[src/rtl/demux1x4_stream.sv]
// demux1x4_stream
// Registered 1-to-4 stream demultiplexer. One input stream (data plus a
// 2-bit channel select) is steered into one of four single-entry output
// slots, each with its own valid/ready handshake toward an independent
// consumer. A per-channel wrapping counter tallies output transfers.
//
// Handshake summary:
//   - in_ready looks only at the addressed channel, so a stalled channel
//     never blocks traffic aimed at the others.
//   - A slot that drains on the same edge it is reloaded stays valid and
//     takes the new word, giving one word per cycle into a channel whose
//     consumer keeps ready high.
//   - out_data of a channel is only written on a load, so it holds steady
//     while stalled and keeps its last word after draining.
module demux1x4_stream #(
  parameter int WIDTH = 4,
  parameter int CNT_W = 8
) (
  input  logic                 clk,
  input  logic                 rst_n,
  input  logic                 in_valid,
  output logic                 in_ready,
  input  logic [1:0]           in_sel,
  input  logic [WIDTH-1:0]     in_data,
  output logic [3:0]           out_valid,
  input  logic [3:0]           out_ready,
  output logic [4*WIDTH-1:0]   out_data,
  output logic [4*CNT_W-1:0]   xfer_cnt,
  output logic                 busy
);

  localparam int NCH = 4;

  // Registered state
  logic [NCH-1:0]       valid_r;
  logic [NCH*WIDTH-1:0] data_r;
  logic [NCH*CNT_W-1:0] cnt_r;
  logic                 busy_r;

  // Per-cycle decisions
  logic                 accept_s;
  logic [NCH-1:0]       sel_onehot_s;
  logic [NCH-1:0]       load_s;
  logic [NCH-1:0]       drain_s;
  logic [NCH-1:0]       valid_nxt_s;

  // One-hot decode of the channel select; every 2-bit code is a legal channel.
  function automatic logic [3:0] sel_decode(input logic [1:0] sel);
    logic [3:0] onehot;
    case (sel)
      2'd0:    onehot = 4'b0001;
      2'd1:    onehot = 4'b0010;
      2'd2:    onehot = 4'b0100;
      2'd3:    onehot = 4'b1000;
      default: onehot = 4'b0000;
    endcase
    return onehot;
  endfunction

  // Input-side readiness and accept: only the addressed slot matters.
  always_comb begin
    in_ready     = 1'b0;
    accept_s     = 1'b0;
    sel_onehot_s = sel_decode(in_sel);
    if (~valid_r[in_sel] | out_ready[in_sel]) begin
      in_ready = 1'b1;
    end else begin
      in_ready = 1'b0;
    end
    accept_s = in_valid & in_ready;
  end

  // Per-channel load/drain strobes and next-cycle slot occupancy.
  always_comb begin
    load_s      = '0;
    drain_s     = '0;
    valid_nxt_s = '0;
    for (int k = 0; k < NCH; k++) begin
      load_s[k]      = accept_s & sel_onehot_s[k];
      drain_s[k]     = valid_r[k] & out_ready[k];
      // A reload on the draining edge keeps the slot occupied.
      valid_nxt_s[k] = load_s[k] | (valid_r[k] & ~drain_s[k]);
    end
  end

  // Slot occupancy flags and the registered busy summary.
  always_ff @(posedge clk or negedge rst_n) begin
    if (!rst_n) begin
      valid_r <= '0;
      busy_r  <= 1'b0;
    end else begin
      valid_r <= valid_nxt_s;
      busy_r  <= |valid_nxt_s;
    end
  end

  // Slot data: written only on a load so stalled or drained words stay put.
  always_ff @(posedge clk or negedge rst_n) begin
    if (!rst_n) begin
      data_r <= '0;
    end else begin
      for (int k = 0; k < NCH; k++) begin
        if (load_s[k]) begin
          data_r[k*WIDTH +: WIDTH] <= in_data;
        end else begin
          data_r[k*WIDTH +: WIDTH] <= data_r[k*WIDTH +: WIDTH];
        end
      end
    end
  end

  // Output-transfer counters, free-running wrap with no overflow flag.
  always_ff @(posedge clk or negedge rst_n) begin
    if (!rst_n) begin
      cnt_r <= '0;
    end else begin
      for (int k = 0; k < NCH; k++) begin
        if (drain_s[k]) begin
          cnt_r[k*CNT_W +: CNT_W] <= cnt_r[k*CNT_W +: CNT_W] + {{(CNT_W-1){1'b0}}, 1'b1};
        end else begin
          cnt_r[k*CNT_W +: CNT_W] <= cnt_r[k*CNT_W +: CNT_W];
        end
      end
    end
  end

  assign out_valid = valid_r;
  assign out_data  = data_r;
  assign xfer_cnt  = cnt_r;
  assign busy      = busy_r;

endmodule

[config.mk]
export PLATFORM = sky130hd
export DESIGN_NAME = demux1x4_stream
export DESIGN_NICKNAME = d
export VERILOG_FILES = /design/src/rtl/demux1x4_stream.sv
export SDC_FILE = /design/constraint.sdc
export NUM_CORES = 1
export LEC_CHECK = 0
export CORE_MARGIN = 2
export CORE_UTILIZATION = 42
export CTS_CLUSTER_SIZE = 16
export DETAILED_ROUTE_END_ITERATION = 12
export GPL_ROUTABILITY_DRIVEN = 0
export PLACE_DENSITY = 0.76
export SLEW_MARGIN = 0
export SYNTH_ARGS = -nofsm -noshare
export SYNTH_HDL_FRONTEND = slang
export SYNTH_SLANG_ARGS = --single-unit
[constraint.sdc]
create_clock -name clk -period 1.49 [get_ports clk]
set_input_delay 0.298 -clock clk [delete_from_list [all_inputs] [get_ports clk]]
set_output_delay 0.298 -clock clk [all_outputs]
set_load 0.01 [all_outputs]
==> out/metrics.cfg, run 1 <==
[layout]
final_cell_area_mm2=0.00339
antenna_cells=0
layout-drive-gt1-share_pct=30.9
final_util_pct=66.4
syn_to_final_growth_pct=52.1
finalNetCount=294
fillers=434

[sta]
finalCritPeriodShare_pct=119
fmax_mhz=566
slew_headroom_pct=79.6
setup_viol=2
tightest_slew_ns=0.305
skew_ns=0.00865
layout_min_cycle_time_ns=1.77
worst_slack_ns=-0.278
setup-tns-final_ns=-0.281
drv_slew=0
hold_viol_final=0
rsz0062_at_grt=true

[synthesis]
ys_warn_count=0
ys_top_cells_by_count=dfrtp_1, xnor2_1, mux2_2, nand2_1, nand4_1
synth_top_cell_by_area=dfrtp_1
synth-edff-count=0
synthFlopType=dfrtp_1
synth-xor-area-share_pct=11.0
syn-num-nets=184
netlist_instances=167
synth_seq_cells=53
syn_area_mm2=0.00223
synth_cell_types=26
synth_area_leaders=dfrtp_1, xnor2_1, mux2_2, nand4_1, mux2_4
synth_top_family_by_area=simple AND/OR/NAND/NOR gates
syn_area_per_cell_um2=13.3
yosysSeqAreaShare_pct=59.5
yosys.area_share.adder_pct=2.25
async_flop_share_pct=100
yosysMostFrequentCell=dfrtp_1
synthMuxAreaShare_pct=11.8
synth_top_area_share_pct=59.5
synth-compound-area-share_pct=0.225
synthSimpleGateAreaFrac_pct=14.0

[floorplan]
io_pins=67
start_util_pct=43.6
dieArea_mm2=0.00590
dieHeight_um=76.8
rows=26
coreArea_mm2=0.00511
die_x_um=76.8

[route]
post_drt_wl_per_cell_um=13.3
dr.pass1.iters=4
ant_nets=0
viasPerCell=4.76
route.detailed.drc=0
drt-total-wl_um=4630
num_vias=1657
drtIter0Drc=42

[placed_design]
post-dp-hpwl_um=3150
io_buffers=66
dpl_cell_area_mm2=0.00314
dp_slack_ns=-0.776

[grt]
gr-total-overflow=0
grt_pass1_vias=1692
track_usage_pct=16.4
antenna_found_initial=0
grt_max_degree=54
grt_pass1_wl_um=7810

[setup_path]
start_kind=flop
cp.required_ns=1.19
cp.arrival_ns=1.47
critPathKind=flop to output pin
r2r_start=out_valid[0]$_DFF_PN0_
cp_slowest_cell=mux4_2
crit_path_start=out_valid[3]$_DFF_PN0_
crit_path_cell_trace=nor2b_4 -> mux4_2 -> inv_2 -> buf_6
slowest_delay_ns=0.48
cp-end-kind=output pin
path_max_fanout=2

[cts]
cts.sinks=53
cts-root-buf=clkbuf_8
clk_pin_slew_worst_paths_ns=0.09
cts_buffer_depth=2
clock_latency_ns=0.30
cts_inserted_buffers=5
cts_htree_levels=2
tritoncts=done

[min_path]
hp-start=xfer_cnt[15]$_DFFE_PN0P_
hp-class=flop to flop

[outcome]
violations=negative setup slack
status=finished, violations left

[power]
vdd_drop_max_v=0.000809
power_w=0.00450
leakage_nw=1.73
p_per_area_mw_per_mm2=1330

[job]
maxCapViolCount=0

-- placed cells by master (no fill, tap or decap), types with 4 or more instances in the layout --
cell and instances:
and3_1 4, buf_4 33, buf_6 6, clkbuf_8 7, clkdlybuf4s50_1 4, dfrtp_1 51, dlygate4sd2_1 57, ha_1 4
mux2_2 12, mux2_4 8, nand2_1 11, nand4_1 10, nor2_1 5, nor2b_4 4, xnor2_1 22, xor2_1 6
-- layer usage --
layer	wire length (um)	track usage [%]
met5	0	0
met4	22	4.36
met3	344	6.00
met2	2260	26.5
met1	2000	20.9
-- worst max-delay path, delay by kind of cell (launching register included) --
family / cells / cell delay, ns
mux: 1 / 0.48
flops: 1 / 0.39
buf+inv: 2 / 0.17
simple gates: 1 / 0.13
-- cell type report --
cell class | instances | area [um2] | area share, %
flip-flops and latches | 53 | 1330 | 39.2
multi-input cells | 107 | 945 | 27.9
repair buffers | 106 | 912 | 26.9
clock buffers | 7 | 96.3 | 2.84
well taps | 70 | 87.6 | 2.58
inverters | 4 | 15.0 | 0.443
clock inverters | 1 | 5.00 | 0.148
-- final timing paths --
| kind | slack [ns] | to | cells after the start |
|---|---|---|---|
| min | 0.46 | xfer_cnt[15]$_DFFE_PN0P_ | 1 |
| max | -0.28 | in_ready | 4 |
| min reg2reg | 0.46 | xfer_cnt[15]$_DFFE_PN0P_ | 1 |
| max in group asynchronous | 0.69 | xfer_cnt[2]$_DFFE_PN0P_ | 3 |
| min in group asynchronous | 0.52 | xfer_cnt[9]$_DFFE_PN0P_ | 3 |
| max reg2reg | 0 | out_data[3]$_DFFE_PN0P_ | 4 |
-- stage by stage --
step	instances	hold WS [ns]
after floorplan	167	0.00241
after global placement	322	0.317
after detailed placement	322	0.317
after CTS	346	0.467
after global routing	348	0.476
final	348	0.465
-- flip-flops by register name (all words and copies together) (netlist names) --
signal / count
busy: 1
out_data: 16
out_valid: 4
xfer_cnt: 32
-- where the power goes --
group | internal [W] | switching, W
combinational | 0.000916 | 0.000709
clock | 0.000421 | 0.000447
sequential | 0.00178 | 0.000231
-- repair_timing --
item | 4_1_cts | 5_1_grt
gates resized for setup | 73 | 19
pin swaps | 1 | 1
hold endpoints to repair | 53 | 0
hold buffers | 1 | 0
cloned | 0 | 0
endpoints found under the setup margin | 68 | 15
setup buffers | 15 | 2
-- cell families (layout without fill, tap and decap cells) --
| group | after synthesis | in the layout |
|---|---|---|
| compound gates | 1 | 1 |
| xor+xnor | 28 | 28 |
| fa+ha+maj | 4 | 4 |
| buf+inv | 7 | 118 |
| flops | 53 | 53 |
| mux | 21 | 21 |
| simple gates | 53 | 53 |
No activity file was read; power rests on OpenSTA's default activity.
==> run 2: changes to the inputs <==
- CORE_UTILIZATION: 42 -> 40
- CTS_CLUSTER_SIZE: 16 -> 30
- PLACE_DENSITY: 0.76 -> 0.72
==> run 2 against run 1 <==
Net effect:
- hold slack got worse by 0.018 ns
- highest routed layer unchanged
- largest power group unchanged
- the run still ends with negative setup slack left
- critical path depth unchanged
- non-clock buffer count grew 5
- count of clock-buffer cells in the layout decreased by 2
- clock power grew 7.9%
==> out/metrics.cfg, run 2 (synthesis gave the netlist of run 1 again) <==
[placed_design]
dp_slack_ns=-0.776  ; about the same
post-dp-hpwl_um=3280  ; was 3150 um
io_buffers=66  ; unchanged

[setup_path]
slowest_delay_ns=0.50  ; was 0.48 ns
path_max_fanout=2  ; unchanged
start_kind=flop  ; unchanged
critPathTopFamily=multiplexers  ; unchanged
critPathBufInv=2  ; unchanged
critPathKind=flop to output pin  ; unchanged
crit_path_cell_trace=nor2b_4 -> mux4_2 -> inv_2 -> buf_6  ; unchanged
cp_slowest_cell=mux4_2  ; unchanged
cp-end-kind=output pin  ; unchanged
cp.required_ns=1.19  ; about the same
cp.arrival_ns=1.50  ; was 1.47 ns

[layout]
final_cell_mix=dlygate4sd2_1, dfrtp_1, buf_4  ; unchanged
layout-drive-gt1-share_pct=31.9  ; was 30.9%
largest_reg_flops=32  ; unchanged
final_util_pct=63.3  ; was 66.4%
syn_to_final_growth_pct=54.4  ; was 52.1%
final_common_cell=dlygate4sd2_1  ; unchanged
fillers=467  ; was 434
finalNetCount=299  ; was 294
antenna_cells=0  ; unchanged

[power]
vdd_drop_max_v=0.000773  ; was 0.000809 V
leakage_nw=1.75  ; was 1.73 nW
sw_frac_of_total_pct=30.1  ; was 30.8%
power_w=0.00461  ; was 0.00450 W
sequentialPowerShare_pct=43.2  ; was 44.6%
p_per_area_mw_per_mm2=1340  ; was 1330 mW/mm2
p_int_w=0.00322  ; was 0.00312 W
clockPowerShare_pct=20.3  ; was 19.3%
netSwitchingPower_w=0.00139  ; about the same
combPwrFrac_pct=36.5  ; was 36.1%

[floorplan]
coreArea_mm2=0.00544  ; was 0.00511 mm2
die_x_um=78.6  ; was 76.8 um
io_pins=67  ; unchanged
dieHeight_um=78.6  ; was 76.8 um
start_util_pct=41.0  ; was 43.6%
dieArea_mm2=0.00618  ; was 0.00590 mm2
rows=27  ; was 26

[cts]
cts_htree_levels=2  ; unchanged
cts_inserted_buffers=5  ; unchanged
clk_pin_slew_worst_paths_ns=0.09  ; about the same
tritoncts=done  ; unchanged
cts_buffer_depth=2  ; unchanged
clock_latency_ns=0.30  ; about the same
cts-root-buf=clkbuf_8  ; unchanged
cts.sinks=53  ; unchanged

[grt]
gr-total-overflow=0  ; unchanged
track_usage_pct=16.9  ; was 16.4%
antenna_found_initial=0  ; unchanged
grt_pass1_wl_um=8090  ; was 7810 um
grt_max_degree=26  ; was 54
grt_pass1_vias=1714  ; was 1,692

[sta]
worst_slack_ns=-0.308  ; was -0.278 ns
whs_ns=0.446  ; was 0.465 ns
finalCritPeriodShare_pct=121  ; was 119%
skew_ns=0.00973  ; was 0.00865 ns
setup_viol=5  ; was 2
rsz0062_at_grt=true  ; unchanged
fmax_mhz=556  ; was 566 MHz
slew_headroom_pct=73.2  ; was 79.6%
setup-tns-final_ns=-0.485  ; was -0.281 ns
hold_viol_final=0  ; unchanged
tightest_slew_ns=0.402  ; was 0.305 ns
layout_min_cycle_time_ns=1.80  ; was 1.77 ns
drv_slew=0  ; unchanged

[route]
drtIter0Drc=46  ; was 42
viasPerCell=4.64  ; was 4.76
ant_nets=0  ; unchanged
dr.pass1.iters=2  ; was 4
route.detailed.drc=0  ; unchanged
post_drt_wl_per_cell_um=13.1  ; was 13.3 um
num_vias=1642  ; was 1,657
drt-total-wl_um=4640  ; was 4630 um

[job]
maxCapViolCount=0  ; unchanged

[min_path]
hp-class=input pin to async pin  ; was flop to flop

[outcome]
status=finished, violations left  ; unchanged
violations=negative setup slack  ; unchanged

-- run 2: cell count changes in the layout (fill, tap and decap cells not counted), sizes merged --
cell / before / now
dlygate4sd2: 57 / 56
clkbuf: 9 / 6
buf: 41 / 48
bufinv: 0 / 1
-- run 2: worst paths after layout --
path	startpoint	end	slack (ns)	cells after the start
worst max-delay path	out_valid[3]$_DFF_PN0_	in_ready	-0.31	4
worst min-delay path	rst_n	xfer_cnt[30]$_DFFE_PN0P_	0.45	2
worst max register to register	out_valid[0]$_DFF_PN0_	out_data[2]$_DFFE_PN0P_	-0.05	4
worst min register to register	xfer_cnt[23]$_DFFE_PN0P_	xfer_cnt[23]$_DFFE_PN0P_	0.46	1
max in group asynchronous	rst_n	xfer_cnt[7]$_DFFE_PN0P_	0.56	3
min in group clk	xfer_cnt[23]$_DFFE_PN0P_	xfer_cnt[23]$_DFFE_PN0P_	0.46	1
-- run 2: power by group through the flow --
stage | Clock (W) | Combinational (W) | Sequential, W
floorplan | 0 | 0.000448 | 0.00226
global placement | 0 | 0.00146 | 0.00215
detailed placement | 0 | 0.00148 | 0.00215
CTS | 0.000981 | 0.00169 | 0.00199
global route | 0.00103 | 0.00186 | 0.00205
finish | 0.000937 | 0.00168 | 0.00199
-- run 2: repair_timing --
| action | 4_1_cts | 5_1_grt |
|---|---|---|
| hold endpoints to repair | 14 | 0 |
| setup buffers | 21 | 3 |
| hold buffers | 1 | 0 |
| gates resized for setup | 89 | 9 |
| setup endpoints to repair | 68 | 17 |
| pin swaps | 1 | 1 |
-- run 2: layer usage --
layer | part of all wire [%] | track usage, % | vias to the layer above
met4 | 1.3 | 5.79 | 0
li1 | - | - | 801
met5 | 0 | 0 | -
met3 | 6.0 | 4.60 | 5
met2 | 51 | 29.2 | 41
met1 | 42 | 20.4 | 795
-- run 2: layout make-up --
| cell class | count | area (um2) | area share [%] |
|---|---|---|---|
| Clock buffer | 5 | 68.8 | 2.00 |
| Clock inverter | 2 | 35.0 | 1.02 |
| Inverter | 4 | 15.0 | 0.436 |
| Multi-Input combinational cell | 107 | 946 | 27.5 |
| Sequential cell | 53 | 1330 | 38.6 |
| Tap cell | 72 | 90.1 | 2.62 |
| Timing Repair Buffer | 111 | 958 | 27.9 |
-- run 2: per-stage QoR --
| stage | std cells | cell area, um2 |
|---|---|---|
| 2_1_floorplan | 167 | 2240 |
| 3_3_place_gp | 325 | 3150 |
| 3_5_place_dp | 325 | 3150 |
| 4_1_cts | 354 | 3410 |
| 5_1_grt | 354 | 3440 |
| 6_report | 354 | 3440 |
